$ cat src/rtl/ps2_scancode_receiver.sv
// PS/2 keyboard frame receiver with make/break/extended prefix decoding, Pixelclock domain.
// Optional build macro RELEASE_CLEAR_EN: a release of the key held in 'character' clears it to 00.
module ps2_scancode_receiver #(
  parameter int FILTER_LEN     = 8,
  parameter int TIMEOUT_CYCLES = 50000
) (
  input  logic       Pixelclock,
  input  logic       reset_n,
  input  logic       ps2_clk,
  input  logic       ps2_data,
  output logic [7:0] character,
  output logic       code_valid,
  output logic [7:0] code_out,
  output logic       code_break,
  output logic       code_ext,
  output logic       frame_err
);

  localparam int FCW = (FILTER_LEN > 1) ? $clog2(FILTER_LEN) : 1;
  localparam int TCW = (TIMEOUT_CYCLES > 1) ? $clog2(TIMEOUT_CYCLES) : 1;

  localparam logic [1:0] ST_IDLE   = 2'd0;
  localparam logic [1:0] ST_DATA   = 2'd1;
  localparam logic [1:0] ST_PARITY = 2'd2;
  localparam logic [1:0] ST_STOP   = 2'd3;

  logic [1:0] raw_lines;
  logic [1:0] filt_lines;

  assign raw_lines = {ps2_data, ps2_clk};

  // Bit 0 is the PS/2 clock, bit 1 the PS/2 data line; both get the same sync + debounce path.
  generate
    for (genvar gi = 0; gi < 2; gi++) begin : g_line
      logic           meta_reg;
      logic           sync_reg;
      logic           filt_reg;
      logic [FCW-1:0] cnt_reg;

      always_ff @(posedge Pixelclock or negedge reset_n) begin
        if (!reset_n) begin
          meta_reg <= 1'b1;
          sync_reg <= 1'b1;
          filt_reg <= 1'b1;
          cnt_reg  <= '0;
        end else begin
          meta_reg <= raw_lines[gi];
          sync_reg <= meta_reg;
          if (sync_reg != filt_reg) begin
            if (cnt_reg == FCW'(FILTER_LEN - 1)) begin
              filt_reg <= sync_reg;
              cnt_reg  <= '0;
            end else begin
              cnt_reg <= cnt_reg + 1'b1;
            end
          end else begin
            cnt_reg <= '0;
          end
        end
      end

      assign filt_lines[gi] = filt_reg;
    end
  endgenerate

  logic clk_prev_reg;
  logic fall;
  logic data_bit;

  assign fall     = clk_prev_reg & ~filt_lines[0];
  assign data_bit = filt_lines[1];

  always_ff @(posedge Pixelclock or negedge reset_n) begin
    if (!reset_n) clk_prev_reg <= 1'b1;
    else          clk_prev_reg <= filt_lines[0];
  end

  logic [1:0]     state_reg;
  logic [2:0]     bitcnt_reg;
  logic [7:0]     shift_reg;
  logic           parity_reg;
  logic [TCW-1:0] tcnt_reg;
  logic           break_pending_reg;
  logic           ext_pending_reg;
  logic [7:0]     character_reg;
  logic           code_valid_reg;
  logic [7:0]     code_out_reg;
  logic           code_break_reg;
  logic           code_ext_reg;
  logic           frame_err_reg;
`ifdef RELEASE_CLEAR_EN
  logic           char_ext_reg;
`endif

  logic frame_ok;
  assign frame_ok = data_bit & ((^shift_reg) ^ parity_reg);

  always_ff @(posedge Pixelclock or negedge reset_n) begin
    if (!reset_n) begin
      state_reg         <= ST_IDLE;
      bitcnt_reg        <= '0;
      shift_reg         <= '0;
      parity_reg        <= 1'b0;
      tcnt_reg          <= '0;
      break_pending_reg <= 1'b0;
      ext_pending_reg   <= 1'b0;
      character_reg     <= '0;
      code_valid_reg    <= 1'b0;
      code_out_reg      <= '0;
      code_break_reg    <= 1'b0;
      code_ext_reg      <= 1'b0;
      frame_err_reg     <= 1'b0;
`ifdef RELEASE_CLEAR_EN
      char_ext_reg      <= 1'b0;
`endif
    end else begin
      code_valid_reg <= 1'b0;
      frame_err_reg  <= 1'b0;

      if (fall || state_reg == ST_IDLE) begin
        tcnt_reg <= '0;
      end else if (tcnt_reg == TCW'(TIMEOUT_CYCLES - 1)) begin
        // Keyboard went quiet mid-frame: drop the partial frame and any pending prefix.
        tcnt_reg          <= '0;
        state_reg         <= ST_IDLE;
        frame_err_reg     <= 1'b1;
        break_pending_reg <= 1'b0;
        ext_pending_reg   <= 1'b0;
      end else begin
        tcnt_reg <= tcnt_reg + 1'b1;
      end

      if (fall) begin
        case (state_reg)
          ST_IDLE: begin
            if (!data_bit) begin
              state_reg  <= ST_DATA;
              bitcnt_reg <= '0;
            end
          end
          ST_DATA: begin
            shift_reg <= {data_bit, shift_reg[7:1]};
            if (bitcnt_reg == 3'd7) state_reg <= ST_PARITY;
            else                    bitcnt_reg <= bitcnt_reg + 1'b1;
          end
          ST_PARITY: begin
            parity_reg <= data_bit;
            state_reg  <= ST_STOP;
          end
          default: begin
            state_reg <= ST_IDLE;
            if (!frame_ok) begin
              frame_err_reg     <= 1'b1;
              break_pending_reg <= 1'b0;
              ext_pending_reg   <= 1'b0;
            end else if (shift_reg == 8'hF0) begin
              break_pending_reg <= 1'b1;
            end else if (shift_reg == 8'hE0) begin
              ext_pending_reg <= 1'b1;
            end else begin
              code_valid_reg    <= 1'b1;
              code_out_reg      <= shift_reg;
              code_break_reg    <= break_pending_reg;
              code_ext_reg      <= ext_pending_reg;
              break_pending_reg <= 1'b0;
              ext_pending_reg   <= 1'b0;
              if (!break_pending_reg) begin
                character_reg <= shift_reg;
`ifdef RELEASE_CLEAR_EN
                char_ext_reg  <= ext_pending_reg;
`endif
              end
`ifdef RELEASE_CLEAR_EN
              else if (shift_reg == character_reg && ext_pending_reg == char_ext_reg) begin
                character_reg <= 8'h00;
              end
`endif
            end
          end
        endcase
      end
    end
  end

  assign character  = character_reg;
  assign code_valid = code_valid_reg;
  assign code_out   = code_out_reg;
  assign code_break = code_break_reg;
  assign code_ext   = code_ext_reg;
  assign frame_err  = frame_err_reg;

endmodule

$ cat config.mk
export PLATFORM = sky130hd
export DESIGN_NAME = ps2_scancode_receiver
export DESIGN_NICKNAME = d
export VERILOG_FILES = /design/src/rtl/ps2_scancode_receiver.sv
export SDC_FILE = /design/constraint.sdc
export NUM_CORES = 1
export LEC_CHECK = 0
export CELL_PAD_IN_SITES_DETAIL_PLACEMENT = 1
export CELL_PAD_IN_SITES_GLOBAL_PLACEMENT = 2
export CORE_MARGIN = 2
export CORE_UTILIZATION = 35
export CTS_CLUSTER_SIZE = 10
export DETAILED_ROUTE_END_ITERATION = 10
export DONT_BUFFER_PORTS = 1
export GPL_TIMING_DRIVEN = 1
export PLACE_DENSITY = 0.69
export SYNTH_ARGS = -nofsm -noshare
export SYNTH_HDL_FRONTEND = slang
export SYNTH_SLANG_ARGS = --single-unit
export TNS_END_PERCENT = 5
$ cat constraint.sdc
create_clock -name Pixelclock -period 6.05 [get_ports Pixelclock]
set_input_delay 0 -clock Pixelclock [delete_from_list [all_inputs] [get_ports Pixelclock]]
set_output_delay 0 -clock Pixelclock [all_outputs]
set_load 0.005 [all_outputs]
After elaboration in Yosys (flattened, before gate mapping)

Cells that the tools add are included.

Muxes and demuxes: 39
Equality and inequality tests: 12
Add/subtract/negate cells: 4
Reduce and logical (&&, ||, !) cells: 12
Bitwise logic cells: 8

Operators with widths:

| kind                                                            | count |
|---|---|
| 16-bit 2-to-1 mux                                               | 2 |
| 1-bit 2-to-1 mux                                                | 24 |
| 3-bit 2-to-1 mux                                                | 6 |
| 16-bit by 1-bit adder with 16-bit output, second input constant | 1 |
| 16-bit == test, second input constant                           | 1 |
| 8-bit == test, second input constant                            | 2 |
| 2-bit 2-to-1 mux                                                | 5 |
| 3-bit by 1-bit adder with 3-bit output, second input constant   | 3 |
| 3-bit == test, second input constant                            | 3 |
| 2-bit AND reduction                                             | 4 |
| 8-bit parity                                                    | 1 |
| 2-bit one-hot mux with 3 select lines                           | 1 |
| 3-bit one-hot mux with 2 select lines                           | 1 |
| 6-bit AND reduction                                             | 1 |
| 1-bit NOT                                                       | 5 |
| 5-bit AND reduction                                             | 1 |
| 2-bit != test, second input constant                            | 2 |
| 4-bit AND reduction                                             | 1 |
| 3-bit OR reduction                                              | 1 |
| 1-bit AND                                                       | 2 |
| 2-bit by 1-bit == test with 1-bit output, second input constant | 1 |
| 2-bit == test, second input constant                            | 1 |
| 2-bit zero test                                                 | 1 |
| 1-bit != test                                                   | 2 |
| other kinds (3)                                                 | 3 |

Output and inout bits: 20
Register bits after elaboration: 65

Logic depth before layout (Yosys ltp)

Gate-level depths: netlist of the first run.

Depth in word-level cells: 9
Mapped depth: 7
Mapped depth without buffers: 6

Least setup slack after synthesis of the first run

Ideal clock, no wire load.

Path kind: register -> register
From: register shift_reg[4]
To: register code_break_reg, in the netlist code_break
Period minus slack after synthesis: 2.050 ns
Library setup time: 0.125 ns
Arrival: 1.926 ns
Stages on the path, launching flop included: 8
Path slack: 4.000 ns
Path through: dfrtp_1 inv_1 ha_1 xnor3_1 xnor2_2 nand3_1 buf_2 mux2_2

Word-level cells in the longest chain between the ends: 4

RTL lines:

| item                                     | RTL line | RTL |
|---|---|---|
| start, declared                          | 80       | `logic [7:0] shift_reg;` |
| start signal, assigned                   | 142      | `shift_reg <= {data_bit, shift_reg[7:1]};` |
| 8-bit parity                             | 96       | `assign frame_ok = data_bit & ((^shift_reg) ^ parity_reg);` |
| 1-bit XOR                                | 96       |  |
| 1-bit AND                                | 96       |  |
| 5-bit AND reduction (no source line) (*) | n/a      |  |
| end signal, assigned                     | 163      | `code_break_reg <= break_pending_reg;` |
| end, declared                            | 88       | `logic code_break_reg;` |

Every way passes the cells marked *; elsewhere a longest branch is shown, timed or not.
A chain may end at the register's enable or synchronous reset.

Worst setup path in the final report of the first run

From: register shift_reg[4]
To: register code_out_reg[1], in the netlist code_out[1]

Word-level cells in the longest chain between the ends: 4

RTL lines:

| item                                     | RTL line | RTL |
|---|---|---|
| 8-bit parity                             | 96       |  |
| 1-bit XOR                                | 96       |  |
| 1-bit AND                                | 96       |  |
| 5-bit AND reduction (no source line) (*) | n/a      |  |
| end signal, assigned                     | 162      | `code_out_reg <= shift_reg;` |
| end, declared                            | 87       | `logic [7:0] code_out_reg;` |

Marks and branches as above.

==> flow_metrics.py, run 1 <==
metrics = {
    "floorplan": {
        "dieArea_sq_um": 8880,
        "rows": 32,
        "coreArea_sq_um": 7810,
        "start_util": 0.365,
        "io_pins": 24,
        "die_w_microns": 94.2,
        "die_y_microns": 94.2,
    },
    "routing": {
        "drt_iter0_markers": 39,
        "postRouteAntennaNets": 0,
        "drc": 0,
        "first_pass_iters": 6,
        "vias_per_cell": 4.82,
        "vias": 1678,
        "routed_wl_microns": 5290,
        "post_drt_wl_per_cell_microns": 15.2,
    },
    "final_layout": {
        "fin_nets": 257,
        "largest_reg_flops": 16,
        "drive_gt1_frac": 0.240,
        "fill_cells": 870,
        "stdcell_count": 348,
        "synthToLayoutAreaGrowth_pct": 12.6,
        "num_antenna_cells": 0,
    },
    "synth": {
        "synth_largest_area_cell": "dfrtp_1",
        "synth_cells": 232,
        "yosys-top-cells-area": "dfrtp_1 (51%), mux2_2 (9.9%), dfstp_2 (6.5%)",
        "yosysWarningCount": 0,
        "yosysSeqAreaShare": 0.574,
        "synth_top_area_share": 0.509,
        "yosysUniqueCellTypes": 40,
        "ys_ff_latch": 65,
        "synth_fp_nets": 248,
        "synthArstFlopShare": 1.00,
        "mappedNetlistArea_sq_um": 2850,
        "synth_ff_type": "dfrtp_1",
        "synth_edf_count": 0,
        "avgSynthCellArea_sq_um": 12.3,
    },
    "worst_setup_path": {
        "worst_ep_required_time_ns": 6.27,
        "slowest_stage": "nand3_1",
        "reg2reg_depth": 6,
        "cp-end-kind": "flip-flop",
        "path_class": "flip-flop to flip-flop",
        "critical_path_depth": 6,
        "r2r-end": "code_out[1]",
        "slowest_delay_ns": 0.49,
        "crit_family": "XOR/XNOR gates",
        "r2r_start": "shift_reg[4]",
        "reg2reg_slack_ns": 3.53,
        "critical_path_arrival_ns": 2.74,
        "path_buf_inv": 1,
        "start_kind": "flip-flop",
        "worst-path-max-fanout": 11,
        "cp_cell_sequence": "inv_1, ha_1, xnor3_1, xnor2_2, nand3_1, mux2_2",
    },
    "sta": {
        "fmax_ghz": 0.397,
        "holdWs_ns": 0.177,
        "timing.final.hold_violations": 0,
        "skew_ns": 0.00826,
        "relSlewSlack": 0.559,
        "worst_slew_pin_slew_ns": 0.662,
        "tns_ns": 0,
        "finalSetupViolations": 0,
        "period_minus_slack_ns": 2.52,
        "rsz0062_at_grt": "no",
        "period_share": 0.417,
        "maxSlewViolCount": 0,
    },
    "global_route": {
        "grt_max_degree": 66,
        "grt_pass1_wl_microns": 9130,
        "antenna_found_initial": 0,
        "grt_pass1_vias": 1799,
        "grt_overflow": 0,
        "track_usage": 0.136,
    },
    "power": {
        "p_leak_nw": 1.50,
        "peakVddDrop_uv": 111,
        "power.total_mw": 1.05,
        "powerDensity_nw_per_um2": 327,
    },
    "cts": {
        "clock-root-buffer": "clkbuf_8",
        "clockBufferDepth": 2,
        "insertion_delay_ns": 0.34,
        "clock-sinks": 65,
        "cts_inserted_buffers": 9,
        "path_clk_slew_ns": 0.07,
        "htree_levels": 3,
        "ctsResizeCount": 0,
        "cts_tree": "yes",
    },
    "hold_path": {
        "hold_path.class": "input pin to asynchronous set/reset pin",
    },
    "run_status": {
        "status": "complete, no violations",
    },
    "place": {
        "gp_congestion": 0.698,
        "place.port_buffers": 0,
        "dp_hpwl_microns": 3580,
        "dpl.cell_count": 328,
    },
    "job": {
        "max-cap-violations": 0,
    },
}
## power breakdown
part,total (mW),internal [mW],switching (mW)
Sequential,0.524,0.486,0.0386
Clock,0.368,0.200,0.168
Combinational,0.157,0.0699,0.0868
## cell families (layout without fill, tap and decap cells)
logic type / count (synthesis) / count (layout) / share of synthesized area
compound gates: 20 / 20 / 0.0413
xor+xnor: 17 / 17 / 0.0597
fa+ha+maj: 12 / 12 / 0.0527
buf+inv: 16 / 30 / 0.0228
flops: 65 / 65 / 0.574
mux: 26 / 26 / 0.102
simple gates: 76 / 76 / 0.147
## through the flow
stage               instance area, sq um   util  setup slack, ns
floorplan                           2850      -             4.00
global placement                    2950  0.378             3.57
detailed placement                  2950  0.378             3.49
CTS                                 3210  0.411             3.48
global route                        3210  0.411             3.37
finish                              3210  0.411             3.53
## layer usage
layer | vias up | wire length, microns | share of wire | GRT usage
li1 | 821 | - | - | -
met2 | 24 | 2310 | 0.44 | 0.200
met4 | 0 | 83 | 0.016 | 0.0543
met5 | - | 0 | 0 | 0
met3 | 9 | 271 | 0.051 | 0.0546
met1 | 824 | 2620 | 0.50 | 0.178
## what timing repair did
item | CTS | global route
endpoints found under the hold margin | 67 | 0
setup buffers | 0 | 0
hold buffers | 4 | 0
## area by class of cell
class | count | area (sq um) | share of cell area
timing repair buffer | 5 | 65.1 | 0.0203
sequential | 65 | 1640 | 0.510
multi-input combinational | 151 | 1150 | 0.358
inverter | 9 | 33.8 | 0.0105
clock buffer | 11 | 141 | 0.0441
tap | 102 | 128 | 0.0398
clock inverter | 5 | 55.1 | 0.0172
## worst register-to-register path, stage by stage, from the launching register on
cell,delay [ns]
dfrtp_1,0.42
inv_1,0.08
ha_1,0.31
xnor3_1,0.39
xnor2_2,0.27
nand3_1,0.49
mux2_2,0.46
## how the worst max path moves through the flow
stage / start / endpoint / slack, ns
after floorplan: shift_reg[4] / code_break / 4.00
after global placement: shift_reg[4] / code_out[5] / 3.57
after detailed placement: shift_reg[4] / code_out[0] / 3.49
after CTS: shift_reg[4] / code_out[0] / 3.48
after global routing: shift_reg[4] / code_out[4] / 3.37
final: shift_reg[4] / code_out[1] / 3.53
## cell usage after synthesis (2+ instances only)
master    number
a21oi_1        6
a22o_1         2
and2_1         2
buf_2          4
clkbuf_1       3
dfrtp_1       58
dfstp_2        7
ha_1          12
inv_1          9
mux2_2        25
nand2_1       15
nand2b_1       3
nand3_1        8
nand4_1        4
nor2_1        19
nor2b_1        2
nor3_1         4
nor3b_1        2
nor4_1         3
o21ai_0        9
or2_2          3
xnor2_1       12
xor2_1         3
## cell usage in the layout, fill, tap and decap left out, types with 2 or more instances in the layout
cell / n
nand2b_1: 3
a21oi_1: 6
nor4_1: 3
dfrtp_1: 58
o21ai_0: 9
dfstp_2: 7
clkbuf_8: 10
nor2b_1: 2
xnor2_1: 12
nand2_1: 15
a22o_1: 2
mux2_2: 25
or2_2: 3
clkinvlp_4: 2
nand3_1: 8
and2_1: 2
dlygate4sd3_1: 3
xor2_1: 3
ha_1: 12
nor3_1: 4
nor2_1: 19
inv_1: 9
clkinv_2: 2
nand4_1: 4
nor3b_1: 2
Power figures use the tool's default switching activity.
==> run 2: changes to the inputs <==
--- a/config.mk
+++ b/config.mk
@@ -5,6 +5,7 @@
 export SDC_FILE = /design/constraint.sdc
 export NUM_CORES = 1
 export LEC_CHECK = 0
+export ABC_AREA = 1
 export CELL_PAD_IN_SITES_DETAIL_PLACEMENT = 1
 export CELL_PAD_IN_SITES_GLOBAL_PLACEMENT = 2
 export CORE_MARGIN = 2
@@ -13,7 +14,7 @@
 export DETAILED_ROUTE_END_ITERATION = 10
 export DONT_BUFFER_PORTS = 1
 export GPL_TIMING_DRIVEN = 1
-export PLACE_DENSITY = 0.69
+export PLACE_DENSITY = 0.77
 export SYNTH_ARGS = -nofsm -noshare
 export SYNTH_HDL_FRONTEND = slang
 export SYNTH_SLANG_ARGS = --single-unit
==> constraint.sdc (replaced) <==
create_clock -name Pixelclock -period 2.1 [get_ports Pixelclock]
set_input_delay 0 -clock Pixelclock [delete_from_list [all_inputs] [get_ports Pixelclock]]
set_output_delay 0 -clock Pixelclock [all_outputs]
set_load 0.005 [all_outputs]
==> run 2 against run 1 <==
  * Clock skew rose by 0.0034 ns
  * Die area rose by 6.4%
  * Global-route usage increased by 1.4 points
  * Critical path depth increased by 6
  * Critical endpoint is now character[7]
  * Largest cell class unchanged
==> flow_metrics.py, run 2 <==
metrics = {
    "synth": {
        "synthAdderAreaFrac": 0.0494,
        "synth_ff_type": "dfrtp_1",
        "synthTopCellsByCount": "nand2_1 (88), dfrtp_1 (58), inv_1 (47)",
        "synth_fp_nets": 354,
        "avgSynthCellArea_sq_um": 9.00,
        "yosysWarningCount": 0,
        "synth_top_family_by_area": "simple AND/OR/NAND/NOR gates",
        "yosysSeqAreaShare": 0.538,
        "synth_compound_area_frac": 0.0712,
        "yosysMostFrequentCell": "nand2_1",
        "mappedNetlistArea_sq_um": 3040,
        "synthSimpleGateAreaFrac": 0.256,
        "ys_ff_latch": 65,
        "synth_xor_area_frac": 0.0173,
        "synth_top_area_share": 0.477,
        "synth_largest_area_cell": "dfrtp_1",
        "yosysUniqueCellTypes": 34,
        "synth_edf_count": 0,
        "muxShareOfSynthArea": 0,
        "synthArstFlopShare": 1.00,
        "yosys-top-cells-area": "dfrtp_1 (48%), nand2_1 (11%), dfstp_2 (6.0%)",
        "synth_cells": 338,
    },
    "place": {
        "place.port_buffers": 0,
        "dp_slack_ns": 0.138,
        "dp_hpwl_microns": 4550,
        "gp_congestion": 0.744,
        "dpl.cell_count": 447,
    },
    "final_layout": {
        "synthToLayoutAreaGrowth_pct": 13.8,
        "mostFrequentLayoutCells": "nand2_1 (88), dfrtp_1 (58), inv_1 (47)",
        "layout_commonest_cell": "nand2_1",
        "num_antenna_cells": 0,
        "largest_reg_flops": 16,
        "final_core_util": 0.405,
        "fin_nets": 373,
        "stdcell_count": 468,
        "drive_gt1_frac": 0.142,
    },
    "sta": {
        "worst_slew_pin_slew_ns": 0.332,
        "period_minus_slack_ns": 1.91,
        "timing.final.hold_violations": 0,
        "skew_ns": 0.0117,
        "timing.final.ws_setup_ns": 0.190,
        "relSlewSlack": 0.777,
        "maxSlewViolCount": 0,
        "fmax_ghz": 0.524,
        "finalSetupViolations": 0,
        "tns_ns": 0,
        "rsz0062_at_grt": "no",
        "period_share": 0.909,
    },
    "cts": {
        "clock-root-buffer": "clkbuf_8",
        "cts_tree": "yes",
        "htree_levels": 3,
        "clock-sinks": 65,
        "cts_inserted_buffers": 9,
        "clockBufferDepth": 2,
        "insertion_delay_ns": 0.34,
        "path_clk_slew_ns": 0.08,
    },
    "worst_setup_path": {
        "slowest_delay_ns": 0.43,
        "start_kind": "flip-flop",
        "worst_ep_required_time_ns": 2.33,
        "path_buf_inv": 3,
        "worst-path-max-fanout": 4,
        "cp-end-kind": "flip-flop",
        "crit_start": "shift_reg[6]",
        "critical_path_arrival_ns": 2.14,
        "slowest_stage": "dfrtp_1",
        "crit_family": "simple AND/OR/NAND/NOR gates",
        "cp_cell_sequence": "ha_1, inv_1, nand2_1, nand2_1, nand2_2, nand3_4, nand2_2, nor2_4, buf_4, nand3_1, nand2_1, inv_1",
        "r2r_start": "shift_reg[6]",
        "path_class": "flip-flop to flip-flop",
        "cp_common_cell": "nand2_1",
    },
    "power": {
        "power_frac_clock": 0.330,
        "peakVddDrop_uv": 370,
        "pwr-share-comb": 0.186,
        "p_leak_nw": 1.74,
        "internal-power_mw": 2.15,
        "netSwitchingFraction": 0.304,
        "powerDensity_nw_per_um2": 895,
        "p_seq_frac": 0.484,
        "p_sw_mw": 0.943,
        "power.total_mw": 3.10,
    },
    "job": {
        "max-cap-violations": 0,
    },
    "routing": {
        "post_drt_wl_per_cell_microns": 13.7,
        "drt_iter0_markers": 90,
        "vias_per_cell": 4.74,
        "routed_wl_microns": 6390,
        "postRouteAntennaNets": 0,
        "vias": 2217,
        "first_pass_iters": 4,
        "drc": 0,
    },
    "global_route": {
        "antenna_found_initial": 0,
        "grt_pass1_wl_microns": 11400,
        "grt_max_degree": 66,
        "track_usage": 0.150,
        "grt_pass1_vias": 2396,
        "grt_overflow": 0,
    },
    "floorplan": {
        "coreArea_sq_um": 8550,
        "die_y_microns": 97.2,
        "die_w_microns": 97.2,
        "rows": 34,
        "io_pins": 24,
        "start_util": 0.356,
        "dieArea_sq_um": 9450,
    },
    "run_status": {
        "status": "complete, no violations",
    },
    "hold_path": {
        "hold_path.class": "input pin to asynchronous set/reset pin",
    },
}
[run 2: cell types whose count changed after synthesis, moves of 6 or more]
cell     before  now
nand2_2       0    6
nor2_1       19   29
inv_1         9   47
xnor2_1      12    4
o21ai_0       9   16
mux2_2       25    0
nand3_1       8   20
nand2_1      15   88
[run 2: path summary, 6_finish.rpt]
kind	to	slack, ns	cells after the start
setup / recovery	character[7]	0.19	12
hold / removal	tcnt_reg[8]	0.18	2
setup reg to reg	character[7]	0.19	12
hold reg to reg	g_line[0].sync_reg	0.36	0
max in group asynchronous	g_line[1].meta_reg	1.57	2
min in group Pixelclock	g_line[0].meta_reg	0.21	1
[run 2: per-stage QoR]
| stage | area, sq um | hold WS [ns] |
|---|---|---|
| after CTS | 3430 | 0.181 |
| after floorplan | 3040 | -0.296 |
| after global routing | 3460 | 0.197 |
| after global placement | 3190 | -0.294 |
| final | 3460 | 0.184 |
| after detailed placement | 3190 | -0.294 |
[run 2: timing repair]
action                                  in CTS  in global routing
endpoints found under the hold margin       67                  0
hold buffers                                 4                  0
endpoints found under the setup margin       0                 13
buffers inserted                             0                  3
gates resized for setup                      0                  1
[run 2: area by class of cell]
| type | instances | area, sq um |
|---|---|---|
| Multi-Input combinational cell | 220 | 1210 |
| Fill cell | 1008 | 5090 |
| Inverter | 50 | 188 |
| Sequential cell | 65 | 1640 |
| Clock buffer | 10 | 138 |
| Timing Repair Buffer | 11 | 110 |
| Tap cell | 108 | 135 |
| Clock inverter | 4 | 45.0 |
[run 2: cells by family after synthesis]
kind of cell               after synthesis
and+or+nand+nor                        165
DFF                                     65
buffers and inverters                   53
AOI/OAI and AO/OA                       37
adders and majority gates               12
xor gates and xnor gates                 6
[run 2: routing by layer]
metal  vias up  part of all wire  GRT usage
met5         -                 0          0
li1       1107                 -          -
met4         0             0.015     0.0618
met2        26              0.45      0.230
met1      1075              0.50      0.205
met3         9             0.030     0.0345
[run 2: power by group through the flow]
stage | clock (mW) | sequential [mW] | combinational, mW
floorplan | 0 | 1.50 | 0.431
global placement | 0 | 1.52 | 0.521
detailed placement | 0 | 1.53 | 0.549
CTS | 1.07 | 1.50 | 0.589
global route | 1.12 | 1.52 | 0.676
finish | 1.02 | 1.50 | 0.577
